===== config.mk =====
export PLATFORM = sky130hd
export DESIGN_NAME = lc3_mem_arbiter_flat
export DESIGN_NICKNAME = d
export VERILOG_FILES = /design/src/rtl/lc3_mem_pkg.sv /design/src/rtl/lc3_mem_arbiter_if.sv /design/src/rtl/lc3_mem_arbiter_rr_arb2.sv /design/src/rtl/lc3_mem_arbiter.sv /design/src/flat_wrapper.sv
export SDC_FILE = /design/constraint.sdc
export NUM_CORES = 1
export LEC_CHECK = 0
export BUFFER_PORTS_ARGS = -buffer_cell sky130_fd_sc_hd__buf_2
export CORE_ASPECT_RATIO = 0.7
export CORE_MARGIN = 2
export CORE_UTILIZATION = 47
export CTS_BUF_LIST = sky130_fd_sc_hd__clkbuf_16
export CTS_CLUSTER_SIZE = 28
export DETAILED_ROUTE_END_ITERATION = 10
export GPL_ROUTABILITY_DRIVEN = 0
export PLACE_DENSITY = 0.8
export REMOVE_ABC_BUFFERS = 1
export SLEW_MARGIN = 20
export SYNTH_ARGS = -nofsm -noshare
export SYNTH_HDL_FRONTEND = slang
export SYNTH_HIERARCHICAL = 1
export SYNTH_SLANG_ARGS = --single-unit
export TNS_END_PERCENT = 30

===== constraint.sdc =====
create_clock -name CLK -period 2.3 [get_ports CLK]
set_input_delay 0.46 -clock CLK [delete_from_list [all_inputs] [get_ports CLK]]
set_output_delay 0.46 -clock CLK [all_outputs]
set_load 0.02 [all_outputs]

===== src/rtl/lc3_mem_pkg.sv =====
// Shared definitions for the LC-3 memory arbiter: FSM state encoding,
// GRANT encodings and a small helper that turns a one-hot winner into a grant code.
package lc3_mem_pkg;

  typedef enum logic [1:0] {
    S_IDLE   = 2'd0,
    S_ACCESS = 2'd1,
    S_DONE   = 2'd2
  } state_t;

  localparam logic [1:0] GNT_NONE = 2'b00;
  localparam logic [1:0] GNT_IF   = 2'b01;
  localparam logic [1:0] GNT_LS   = 2'b10;

  // Bit 0 of a winner vector is the fetch port, bit 1 the load/store port.
  function automatic logic [1:0] win_to_grant(input logic [1:0] win);
    logic [1:0] grant;
    grant = GNT_NONE;
    if (win[1]) begin
      grant = GNT_LS;
    end else if (win[0]) begin
      grant = GNT_IF;
    end
    return grant;
  endfunction

endpackage


===== src/rtl/lc3_mem_arbiter_if.sv =====
// Bus bundle between the LC-3 fetch unit, the load/store unit, the RAM
// and the memory arbiter. The slave side is the arbiter; the master side
// collects everything the arbiter talks to (requesters and RAM).
interface lc3_mem_arbiter_if #(
  parameter int ADDR_SIZE = 16,
  parameter int DATA_SIZE = 16
);

  logic                 IF_REQ;
  logic [ADDR_SIZE-1:0] IF_ADDR;
  logic [DATA_SIZE-1:0] IF_RDATA;
  logic                 IF_ACK;

  logic                 LS_REQ;
  logic                 LS_WE;
  logic [ADDR_SIZE-1:0] LS_ADDR;
  logic [DATA_SIZE-1:0] LS_WDATA;
  logic [DATA_SIZE-1:0] LS_RDATA;
  logic                 LS_ACK;

  logic                 RAM_WE;
  logic [ADDR_SIZE-1:0] RAM_ADDRESS;
  logic [DATA_SIZE-1:0] RAM_DATA_IN;
  logic [DATA_SIZE-1:0] RAM_DATA_OUT;

  logic [1:0]           GRANT;
  logic                 BUSY;

  modport slave (
    input  IF_REQ, IF_ADDR,
    output IF_RDATA, IF_ACK,
    input  LS_REQ, LS_WE, LS_ADDR, LS_WDATA,
    output LS_RDATA, LS_ACK,
    output RAM_WE, RAM_ADDRESS, RAM_DATA_IN,
    input  RAM_DATA_OUT,
    output GRANT, BUSY
  );

  modport master (
    output IF_REQ, IF_ADDR,
    input  IF_RDATA, IF_ACK,
    output LS_REQ, LS_WE, LS_ADDR, LS_WDATA,
    input  LS_RDATA, LS_ACK,
    input  RAM_WE, RAM_ADDRESS, RAM_DATA_IN,
    output RAM_DATA_OUT,
    input  GRANT, BUSY
  );

endinterface


===== src/rtl/lc3_mem_arbiter_rr_arb2.sv =====
// Two-requester round-robin picker. A lone request always wins; on a tie the
// requester that was not granted last time wins. The pointer moves only when
// the owner tells it a grant was actually taken (UPDATE).
module rr_arb2 (
  input  logic       CLK,
  input  logic       RESET_N,
  input  logic [1:0] REQ,
  input  logic       UPDATE,
  output logic [1:0] WIN
);

  logic r_last_ls;

  // Winner selection: pass lone requests straight through, break ties by pointer.
  always_comb begin
    WIN = REQ;
    if (REQ == 2'b11) begin
      WIN = r_last_ls ? 2'b01 : 2'b10;
    end
  end

  // Remember who was granted last; reset points at LS so the fetch port wins the first tie.
  always_ff @(posedge CLK or negedge RESET_N) begin
    if (!RESET_N) begin
      r_last_ls <= 1'b1;
    end else if (UPDATE && (REQ != 2'b00)) begin
      r_last_ls <= WIN[1];
    end
  end

endmodule


===== src/rtl/lc3_mem_arbiter.sv =====
// LC-3 memory arbiter: shares the single-port level-sensitive RAM between the
// fetch unit and the load/store unit. A three-state FSM (IDLE/ACCESS/DONE)
// latches the winning request, holds the RAM address stable for the whole
// access and only raises RAM_WE inside ACCESS, so the RAM never sees a write
// to a transient address. Every output comes from a register.
module lc3_mem_arbiter
  import lc3_mem_pkg::*;
#(
  parameter int ADDR_SIZE   = 16,
  parameter int DATA_SIZE   = 16,
  parameter int WAIT_CYCLES = 1
) (
  input logic              CLK,
  input logic              RESET_N,
  lc3_mem_arbiter_if.slave bus
);

  // A zero wait count is treated as a single-cycle access.
  localparam int WAIT_EFF = (WAIT_CYCLES < 1) ? 1 : WAIT_CYCLES;
  localparam int CNT_W    = (WAIT_EFF > 1) ? $clog2(WAIT_EFF) : 1;
  localparam logic [CNT_W-1:0] CNT_LOAD = CNT_W'(WAIT_EFF - 1);

  state_t               r_state;
  logic [CNT_W-1:0]     r_cnt;
  logic [ADDR_SIZE-1:0] r_addr;
  logic [DATA_SIZE-1:0] r_wdata;
  logic                 r_we;
  logic                 r_ram_we;
  logic [1:0]           r_grant;
  logic                 r_busy;
  logic                 r_if_ack;
  logic                 r_ls_ack;
  logic [DATA_SIZE-1:0] r_if_rdata;
  logic [DATA_SIZE-1:0] r_ls_rdata;

  logic [1:0]           w_req;
  logic [1:0]           w_win;
  logic                 w_update;

  assign w_req    = {bus.LS_REQ, bus.IF_REQ};
  assign w_update = (r_state == S_IDLE);

  rr_arb2 u_arb (
    .CLK     (CLK),
    .RESET_N (RESET_N),
    .REQ     (w_req),
    .UPDATE  (w_update),
    .WIN     (w_win)
  );

  // Sequencer: arbitrate and latch in IDLE, count down in ACCESS, pulse ACK in DONE.
  always_ff @(posedge CLK or negedge RESET_N) begin
    if (!RESET_N) begin
      r_state    <= S_IDLE;
      r_cnt      <= '0;
      r_addr     <= '0;
      r_wdata    <= '0;
      r_we       <= 1'b0;
      r_ram_we   <= 1'b0;
      r_grant    <= GNT_NONE;
      r_busy     <= 1'b0;
      r_if_ack   <= 1'b0;
      r_ls_ack   <= 1'b0;
      r_if_rdata <= '0;
      r_ls_rdata <= '0;
    end else begin
      r_if_ack <= 1'b0;
      r_ls_ack <= 1'b0;
      case (r_state)
        S_IDLE: begin
          if (w_req != 2'b00) begin
            r_grant <= win_to_grant(w_win);
            if (w_win[1]) begin
              r_addr   <= bus.LS_ADDR;
              r_wdata  <= bus.LS_WDATA;
              r_we     <= bus.LS_WE;
              r_ram_we <= bus.LS_WE;
            end else begin
              r_addr   <= bus.IF_ADDR;
              r_wdata  <= '0;
              r_we     <= 1'b0;
              r_ram_we <= 1'b0;
            end
            r_cnt   <= CNT_LOAD;
            r_busy  <= 1'b1;
            r_state <= S_ACCESS;
          end
        end
        S_ACCESS: begin
          if (r_cnt == '0) begin
            if (r_grant == GNT_IF) begin
              r_if_rdata <= bus.RAM_DATA_OUT;
              r_if_ack   <= 1'b1;
            end else begin
              if (!r_we) begin
                r_ls_rdata <= bus.RAM_DATA_OUT;
              end
              r_ls_ack <= 1'b1;
            end
            r_ram_we <= 1'b0;
            r_state  <= S_DONE;
          end else begin
            r_cnt <= r_cnt - CNT_W'(1);
          end
        end
        S_DONE: begin
          r_grant <= GNT_NONE;
          r_busy  <= 1'b0;
          r_state <= S_IDLE;
        end
        default: begin
          r_grant  <= GNT_NONE;
          r_busy   <= 1'b0;
          r_ram_we <= 1'b0;
          r_state  <= S_IDLE;
        end
      endcase
    end
  end

  assign bus.RAM_WE      = r_ram_we;
  assign bus.RAM_ADDRESS = r_addr;
  assign bus.RAM_DATA_IN = r_wdata;
  assign bus.IF_RDATA    = r_if_rdata;
  assign bus.IF_ACK      = r_if_ack;
  assign bus.LS_RDATA    = r_ls_rdata;
  assign bus.LS_ACK      = r_ls_ack;
  assign bus.GRANT       = r_grant;
  assign bus.BUSY        = r_busy;

endmodule


===== src/flat_wrapper.sv =====
// flat-port wrapper written by rule: the top's interface ports become plain ports
module lc3_mem_arbiter_flat import lc3_mem_pkg::*;
#(
  parameter int ADDR_SIZE   = 16,
  parameter int DATA_SIZE   = 16,
  parameter int WAIT_CYCLES = 1
)
  (CLK, RESET_N, bus_IF_REQ, bus_IF_ADDR, bus_IF_RDATA, bus_IF_ACK, bus_LS_REQ, bus_LS_WE, bus_LS_ADDR, bus_LS_WDATA, bus_LS_RDATA, bus_LS_ACK, bus_RAM_WE, bus_RAM_ADDRESS, bus_RAM_DATA_IN, bus_RAM_DATA_OUT, bus_GRANT, bus_BUSY);
  lc3_mem_arbiter_if #(.ADDR_SIZE(ADDR_SIZE), .DATA_SIZE(DATA_SIZE)) bus_i ();
  input logic CLK;
  input logic RESET_N;
  input wire logic [$bits(bus_i.IF_REQ)-1:0] bus_IF_REQ;
  input wire logic [$bits(bus_i.IF_ADDR)-1:0] bus_IF_ADDR;
  output wire logic [$bits(bus_i.IF_RDATA)-1:0] bus_IF_RDATA;
  output wire logic [$bits(bus_i.IF_ACK)-1:0] bus_IF_ACK;
  input wire logic [$bits(bus_i.LS_REQ)-1:0] bus_LS_REQ;
  input wire logic [$bits(bus_i.LS_WE)-1:0] bus_LS_WE;
  input wire logic [$bits(bus_i.LS_ADDR)-1:0] bus_LS_ADDR;
  input wire logic [$bits(bus_i.LS_WDATA)-1:0] bus_LS_WDATA;
  output wire logic [$bits(bus_i.LS_RDATA)-1:0] bus_LS_RDATA;
  output wire logic [$bits(bus_i.LS_ACK)-1:0] bus_LS_ACK;
  output wire logic [$bits(bus_i.RAM_WE)-1:0] bus_RAM_WE;
  output wire logic [$bits(bus_i.RAM_ADDRESS)-1:0] bus_RAM_ADDRESS;
  output wire logic [$bits(bus_i.RAM_DATA_IN)-1:0] bus_RAM_DATA_IN;
  input wire logic [$bits(bus_i.RAM_DATA_OUT)-1:0] bus_RAM_DATA_OUT;
  output wire logic [$bits(bus_i.GRANT)-1:0] bus_GRANT;
  output wire logic [$bits(bus_i.BUSY)-1:0] bus_BUSY;
  assign bus_i.IF_REQ = bus_IF_REQ;
  assign bus_i.IF_ADDR = bus_IF_ADDR;
  assign bus_IF_RDATA = bus_i.IF_RDATA;
  assign bus_IF_ACK = bus_i.IF_ACK;
  assign bus_i.LS_REQ = bus_LS_REQ;
  assign bus_i.LS_WE = bus_LS_WE;
  assign bus_i.LS_ADDR = bus_LS_ADDR;
  assign bus_i.LS_WDATA = bus_LS_WDATA;
  assign bus_LS_RDATA = bus_i.LS_RDATA;
  assign bus_LS_ACK = bus_i.LS_ACK;
  assign bus_RAM_WE = bus_i.RAM_WE;
  assign bus_RAM_ADDRESS = bus_i.RAM_ADDRESS;
  assign bus_RAM_DATA_IN = bus_i.RAM_DATA_IN;
  assign bus_i.RAM_DATA_OUT = bus_RAM_DATA_OUT;
  assign bus_GRANT = bus_i.GRANT;
  assign bus_BUSY = bus_i.BUSY;
  lc3_mem_arbiter #(.ADDR_SIZE(ADDR_SIZE), .DATA_SIZE(DATA_SIZE), .WAIT_CYCLES(WAIT_CYCLES)) u_core (.CLK(CLK), .RESET_N(RESET_N), .bus(bus_i));
endmodule

==> flow_summary.json, run 1 <==
{
  "status": "finished, final reports clean",
  "rsz0062_at_grt": "no",
  "diodes": 0,
  "clkLatencyLatePin_ps": 320,
  "finalCritPeriodShare_pct": 77.0,
  "regToRegEndpoint": "u_core/bus.RAM_ADDRESS[14]",
  "grt_overflow": 0,
  "leakagePower_uw": 0.00211,
  "n_fill_cell": 522,
  "switchingPower_uw": 2430,
  "combPwrFrac_pct": 44.3,
  "synth_top_cells_by_count": "73 x dfrtp_1, 65 x mux2_2, 19 x inv_1, 16 x mux2i_1, 16 x nand2_1",
  "crit_path_start_kind": "register",
  "period_needed_ps": 1770,
  "internal_power_uw": 3890,
  "switching_share_pct": 38.5,
  "synth_edf_count": 0,
  "r2r_start": "u_core/u_arb/r_last_ls",
  "nets": 437,
  "clockPowerShare_pct": 19.2,
  "final_util_pct": 66.3,
  "cp.required_ps": 2510,
  "clk_path_buf_depth": 2,
  "antenna_found_initial": 0,
  "hold_viol": 0,
  "cp-end-kind": "register",
  "crit_arrival_ps": 1980,
  "crit_family": "multiplexers",
  "wl_mm": 6.59,
  "grt_max_degree": 43,
  "drv_cap": 0,
  "start_util_pct": 49.4,
  "cp_cell_sequence": "a21boi_2, buf_12, mux2_2, mux2_2",
  "ys_seq_area_share_pct": 59.5,
  "crit_path_max_fanout": 22,
  "grt_pass1_wl_mm": 10.5,
  "track_usage_pct": 18.8,
  "synth_cell_types": 25,
  "synth_area_leader_cell": "dfrtp_1",
  "ys_ff_latch": 74,
  "ant_nets": 0,
  "async_flop_share_pct": 100,
  "path_clk_slew_ps": 60,
  "reg2reg_slack_ps": 530,
  "wl_per_cell_um": 14.6,
  "yosysWarnings": 6,
  "crit_slowest_cell": "a21boi_2",
  "ir_drop_v": 0.000725,
  "max_freq_mhz": 565,
  "io_buffer_count": 138,
  "cts.repair.resized": 0,
  "cts_inserted_buffers": 9,
  "tightest_slew_ps": 514,
  "setup_slack_ps": 529,
  "ios": 139,
  "die_w_um": 101,
  "cts.sinks": 74,
  "drtIter0Drc": 39,
  "first_pass_iters": 4,
  "synth_ff_type": "dfrtp_1",
  "syn_avg_cell_area_um2": 13.9,
  "holdCritPathClass": "primary input to asynchronous set/reset pin",
  "r2r_cells": 4,
  "dpl.hpwl_mm": 4.74,
  "vias_per_cell": 4.86,
  "synth_top_area_share_pct": 58.6,
  "drive_above_1_share_pct": 62.4,
  "slew_violations": 0,
  "multi_input_area_um2": 1120,
  "maxSlewHeadroom_pct": 65.6,
  "synth_area_um2": 3120,
  "postCtsHoldBufs": 0,
  "cts_setup_buffers": 0,
  "crit_buf_inv": 1,
  "rows": 24,
  "die_area_um2": 7310,
  "seqCellArea_um2": 1850,
  "path_class": "register to register",
  "finClkSkew_ps": 4.05,
  "syn_to_final_growth_pct": 34.2,
  "htree_levels": 3,
  "setup_viol": 0,
  "yosys-top-cells-area": "dfrtp_1 59%, mux2_2 23%, mux2i_1 5.1%",
  "slowest_delay_ps": 410,
  "core_area_um2": 6310,
  "p_per_area_nw_per_um2": 1510,
  "vias": 2189,
  "die_h_um": 72.1,
  "yosysMostFrequentCell": "dfrtp_1",
  "seqPwrFrac_pct": 36.5,
  "cts_root_buffer": "clkbuf_16",
  "drc": 0,
  "pre_cts_ws_ps": 317,
  "syn_inst": 224,
  "cp.depth": 4,
  "cts_tree": "done",
  "first_global_vias": 2197,
  "cp_common_cell": "mux2_2"
}
area by class of cell:
| class | instances | share of cell area [%] |
|---|---|---|
| Sequential cell | 74 | 44.3 |
| Multi-Input combinational cell | 120 | 26.9 |
| Timing Repair Buffer | 144 | 18.6 |
| Clock buffer | 9 | 5.39 |
| Tap cell | 78 | 2.33 |
| Inverter | 19 | 1.71 |
| Clock inverter | 6 | 0.838 |
logic make-up after synthesis:
kind of cell	after synthesis	share of synthesized area, %
flip-flops	74	59.5
multiplexers	81	28.6
buffers and inverters	30	4.58
AND/OR/NAND/NOR	28	5.26
AO/OA/AOI/OAI	11	2.05
flip-flops by register name (all words and copies together), names as in the netlist:
name                    count
u_core/bus.LS_RDATA        16
u_core/bus.IF_ACK           1
u_core/u_arb/r_last_ls      1
u_core/bus.LS_ACK           1
u_core/r_we                 1
u_core/bus.RAM_WE           1
u_core/bus.RAM_DATA_IN     16
u_core/bus.IF_RDATA        16
u_core/r_state              2
u_core/bus.BUSY             1
u_core/bus.RAM_ADDRESS     16
u_core/bus.GRANT            2
per-stage QoR:
step | power, uW | instances | hold WS (ps) | instance area, um^2 | setup TNS [ps]
after detailed placement | 5160 | 435 | 435 | 3920 | 0
final | 6330 | 450 | 80.9 | 4180 | 0
after global routing | 6700 | 450 | 103 | 4180 | 0
after CTS | 6410 | 450 | 87.0 | 4180 | 0
after global placement | 5060 | 435 | 435 | 3920 | 0
after floorplan | 4140 | 213 | 164 | 3040 | -32290
cell usage in the layout, fill, tap and decap left out, types with 4 or more instances in the layout:
cell and count:
clkinv_2 4, a21oi_1 4, mux2i_1 16, dfrtp_1 73, inv_1 19, nand2_1 16, buf_4 4, buf_2 137
clkbuf_16 9, mux2_2 65
metal layers:
metal / share of wire (%) / wire length, um / global-route usage, % / vias to the layer above
li1: - / - / - / 1045
met1: 45 / 2940 / 24.8 / 1051
met2: 47 / 3090 / 29.3 / 84
met3: 7.4 / 489 / 7.03 / 9
met4: 1.0 / 69 / 5.41 / 0
met5: 0 / 0 / 0 / -
power by group through the flow:
stage | combinational [uW] | sequential, uW | clock (uW)
after floorplan | 1080 | 3060 | 0
after global placement | 2770 | 2290 | 0
after detailed placement | 2830 | 2330 | 0
after CTS | 2840 | 2320 | 1250
after global routing | 2990 | 2400 | 1310
final | 2800 | 2310 | 1220
worst max path at each step:
stage,start,to,slack [ps]
floorplan,bus_LS_REQ,u_core/bus.RAM_WE,-1240
global placement,bus_IF_REQ,u_core/bus.RAM_ADDRESS[14],330
detailed placement,bus_LS_REQ,u_core/bus.RAM_ADDRESS[14],320
CTS,u_core/u_arb/r_last_ls,u_core/bus.RAM_ADDRESS[14],530
global route,u_core/u_arb/r_last_ls,u_core/bus.RAM_ADDRESS[14],450
finish,u_core/u_arb/r_last_ls,u_core/bus.RAM_ADDRESS[14],530
No activity file was read; power rests on OpenSTA's default activity.
==> run 2: changes to the inputs <==
Clock period 2.3 ns to 1.7 ns, I/O delays scaled along.
==> flow_summary.json, run 2 (synthesis results as in run 1) <==
{
  "status": "finished, final reports clean",
  "layout_common_cells": "137 x buf_2, 73 x dfrtp_1, 65 x mux2_2",
  "placed_area_um2": 3970,
  "path_class": "register to register",
  "grt_max_degree": 35,
  "die_h_um": 72.1,
  "max_freq_mhz": 613,
  "tightest_slew_ps": 443,
  "hold_path.startpoint": "bus_RAM_DATA_OUT[2]",
  "crit_slowest_cell": "or4b_2",
  "antenna_found_initial": 0,
  "rsz0062_at_grt": "no",
  "nets": 441,
  "cts.sinks": 74,
  "drtIter0Drc": 59,
  "holdCritPathClass": "primary input to register",
  "drive_above_1_share_pct": 62.9,
  "clk_path_buf_depth": 2,
  "p_total_uw": 9110,
  "ant_nets": 0,
  "slew_violations": 0,
  "finClkSkew_ps": 4.45,
  "cp.required_ps": 1950,
  "dpl.hpwl_mm": 4.64,
  "path_clk_slew_ps": 60,
  "clkLatencyLatePin_ps": 320,
  "vias_per_cell": 4.89,
  "slowest_delay_ps": 620,
  "cts_setup_buffers": 0,
  "crit_path_max_fanout": 4,
  "setup_slack_ps": 68.8,
  "syn_to_final_growth_pct": 39.0,
  "crit_arrival_ps": 1880,
  "track_usage_pct": 18.9,
  "htree_levels": 3,
  "wl_mm": 6.49,
  "r2r_start": "u_core/u_arb/r_last_ls",
  "cts_inserted_buffers": 9,
  "finalCritPeriodShare_pct": 96.0,
  "maxSlewHeadroom_pct": 70.3,
  "drc": 0,
  "fin_area_um2": 4330,
  "cts_root_buffer": "clkbuf_16",
  "first_pass_iters": 4,
  "drv_cap": 0,
  "pre_cts_ws_ps": -42.2,
  "layout_commonest_cell": "buf_2",
  "vias": 2224,
  "core_area_um2": 6310,
  "die_area_um2": 7310,
  "die_w_um": 101,
  "worstSetupStartpoint": "u_core/u_arb/r_last_ls",
  "period_needed_ps": 1630,
  "rows": 24,
  "wl_per_cell_um": 14.3,
  "diodes": 0,
  "setup_viol": 0,
  "crit_path_start_kind": "register",
  "ir_drop_v": 0.00117,
  "first_global_vias": 2298,
  "ios": 139,
  "leakagePower_uw": 0.00219,
  "start_util_pct": 49.4,
  "p_per_area_nw_per_um2": 2100,
  "grt_pass1_wl_mm": 10.6,
  "cp-end-kind": "register",
  "grt_overflow": 0,
  "io_buffer_count": 138,
  "cts_tree": "done",
  "hold_viol": 0,
  "dp.cells": 438,
  "instances_no_fill": 455,
  "cp_cell_sequence": "inv_1, a21boi_1, or4b_2, a21oi_1",
  "finalSetupTns_ps": 0
}
[run 2: changes by cell type in the layout (fill, tap and decap cells not counted), sizes merged]
| cell | change |
|---|---|
| bufinv | +3 |
| clkinvlp | -2 |
| dlygate4sd3 | +1 |
| buf | +3 |
[run 2: metal layers]
layer / global-route usage (%) / wire (um) / vias to the layer above / share of wire (%)
met5: 0 / 0 / - / 0
met3: 5.78 / 422 / 7 / 6.5
met2: 30.8 / 3230 / 76 / 50
li1: - / - / 1060 / -
met1: 24.4 / 2790 / 1081 / 43
met4: 6.16 / 55 / 0 / 0.85
[run 2: worst paths after layout]
check	endpoint	slack, ps	cells after the start
max in group asynchronous	u_core/bus.LS_RDATA[3]	680	3
max reg2reg	u_core/bus.GRANT[0]	70	4
min	u_core/bus.IF_RDATA[2]	260	2
max	u_core/bus.GRANT[0]	70	4
min in group asynchronous	u_core/bus.RAM_ADDRESS[8]	470	2
min reg2reg	u_core/bus.BUSY	480	1
[run 2: through the flow]
| stage | util (%) | hold slack, ps |
|---|---|---|
| after global routing | 68.7 | 253 |
| after detailed placement | 62.9 | 271 |
| after CTS | 68.5 | 251 |
| after global placement | 62.9 | 265 |
| final | 68.7 | 263 |
| after floorplan | - | 44.4 |
[run 2: area by class of cell]
class                   instances  area [um^2]
clock buffers                   9          225
fillers                       477         1970
well taps                      78         97.6
flip-flops and latches         74         1850
inverters                      19         71.3
multi-input cells             120         1130
clock inverters                 7          118
repair buffers                148          833
[run 2: where the power goes]
part | total (uW) | switching [uW] | internal [uW]
Combinational | 3870 | 2160 | 1720
Sequential | 3120 | 473 | 2640
Clock | 2120 | 690 | 1430
Total | 9110 | 3320 | 5790
[run 2: worst max-delay path, delay by kind of cell (launching register included)]
family | cells | cell delay, ps
DFF | 1 | 580
buffers and inverters | 1 | 60
AOI/OAI and AO/OA | 2 | 300
and+or+nand+nor | 1 | 620
[run 2: what timing repair did]
item | in CTS | in global routing
hold buffers | 1 | 0
resized for setup | 0 | 2
setup endpoints to repair | 0 | 5
hold endpoints to repair | 23 | 0
==> run 3: changes to the inputs <==
Settings changed: CAP_MARGIN from default to 20, CORE_UTILIZATION 47 to 45, PLACE_DENSITY 0.8 to 0.77.
==> flow_summary.json, run 3 (synthesis results as in run 1) <==
{
  "cp_cell_sequence": "inv_1, a21boi_1, or4b_2, a21oi_1",
  "drc": 0,
  "core_area_um2": 6730,
  "first_global_vias": 2222,
  "grt_max_degree": 33,
  "path_class": "register to register",
  "hold_viol": 0,
  "drtIter0Drc": 81,
  "p_per_area_nw_per_um2": 2070,
  "nets": 442,
  "cts_setup_buffers": 0,
  "antenna_found_initial": 0,
  "start_util_pct": 46.3,
  "tightest_slew_ps": 483,
  "cts_root_buffer": "clkbuf_16",
  "grt_pass1_wl_mm": 10.4,
  "htree_levels": 3,
  "syn_to_final_growth_pct": 39.1,
  "postCtsHoldBufs": 1,
  "dp.cells": 455,
  "maxSlewHeadroom_pct": 67.7,
  "diodes": 0,
  "cts_inserted_buffers": 9,
  "first_pass_iters": 4,
  "vias": 2197,
  "slew_violations": 0,
  "finalCritPeriodShare_pct": 94.0,
  "crit_slowest_cell": "or4b_2",
  "setup_viol": 0,
  "final_util_pct": 64.4,
  "cts.sinks": 74,
  "period_needed_ps": 1600,
  "leakagePower_uw": 0.00217,
  "crit_path_start_kind": "register",
  "ir_drop_v": 0.000912,
  "wl_mm": 6.54,
  "die_area_um2": 7620,
  "clkLatencyLatePin_ps": 320,
  "status": "finished, final reports clean",
  "max_freq_mhz": 626,
  "layout_common_cells": "137 x buf_2, 73 x dfrtp_1, 65 x mux2_2",
  "crit_arrival_ps": 1840,
  "finalSetupTns_ps": 0,
  "finClkSkew_ps": 6.46,
  "n_fill_cell": 572,
  "ant_nets": 0,
  "placed_area_um2": 4000,
  "instances_no_fill": 472,
  "path_clk_slew_ps": 60,
  "cts.repair.resized": 0,
  "die_h_um": 73.6,
  "grt_overflow": 0,
  "dpl.hpwl_mm": 4.84,
  "cp-end-kind": "register",
  "crit_path_max_fanout": 4,
  "drv_cap": 0,
  "p_total_uw": 8970,
  "fin_area_um2": 4330,
  "rsz0062_at_grt": "no",
  "drive_above_1_share_pct": 62.4,
  "clk_path_buf_depth": 2,
  "holdCritPathClass": "primary input to register",
  "track_usage_pct": 18.0,
  "rows": 25,
  "vias_per_cell": 4.65,
  "cp.required_ps": 1940,
  "cts_tree": "done",
  "multi_input_area_um2": 1130,
  "wl_per_cell_um": 13.8,
  "die_w_um": 103,
  "io_buffer_count": 138,
  "ios": 139,
  "seqCellArea_um2": 1850,
  "slowest_delay_ps": 590,
  "layout_commonest_cell": "buf_2"
}
[run 3: critical path, delay by kind of cell (launching register included)]
kind | cells | cell delay, ps
compound gates | 2 | 320
buf+inv | 1 | 50
flops | 1 | 570
simple gates | 1 | 590
[run 3: area by class of cell]
cell class | instances | share of cell area [%]
repair buffers | 149 | 19.4
multi-input cells | 120 | 26.1
well taps | 94 | 2.71
clock buffers | 9 | 5.20
clock inverters | 7 | 2.17
inverters | 19 | 1.65
flip-flops and latches | 74 | 42.8
[run 3: worst paths after layout]
| check | slack, ps | startpoint | cells after the start | end |
|---|---|---|---|---|
| min in group asynchronous | 490 | RESET_N | 2 | u_core/bus.IF_RDATA[5] |
| max in group asynchronous | 670 | RESET_N | 3 | u_core/bus.RAM_DATA_IN[15] |
| hold reg to reg | 500 | u_core/bus.LS_RDATA[7] | 1 | u_core/bus.LS_RDATA[7] |
| setup / recovery | 100 | u_core/u_arb/r_last_ls | 4 | u_core/bus.GRANT[0] |
| hold / removal | 240 | bus_IF_REQ | 2 | u_core/u_arb/r_last_ls |
| setup reg to reg | 100 | u_core/u_arb/r_last_ls | 4 | u_core/bus.GRANT[0] |
[run 3: through the flow]
| step | hold WS, ps | setup WS [ps] |
|---|---|---|
| 2_1_floorplan | 44.4 | -1740 |
| 3_3_place_gp | 300 | 50.9 |
| 3_5_place_dp | 305 | -0.941 |
| 4_1_cts | 230 | 98.6 |
| 5_1_grt | 237 | 13.6 |
| 6_report | 244 | 103 |
[run 3: report_power, final]
part | switching [uW] | internal [uW]
combinational | 2150 | 1740
sequential | 464 | 2640
clock | 699 | 1280
[run 3: routing by layer]
| metal | wire [um] | up-vias | global-route usage [%] |
|---|---|---|---|
| met5 | 0 | - | 0 |
| met4 | 31 | 0 | 5.70 |
| met3 | 360 | 2 | 6.57 |
| met2 | 3210 | 64 | 28.6 |
| met1 | 2940 | 1069 | 23.0 |
| li1 | - | 1062 | - |
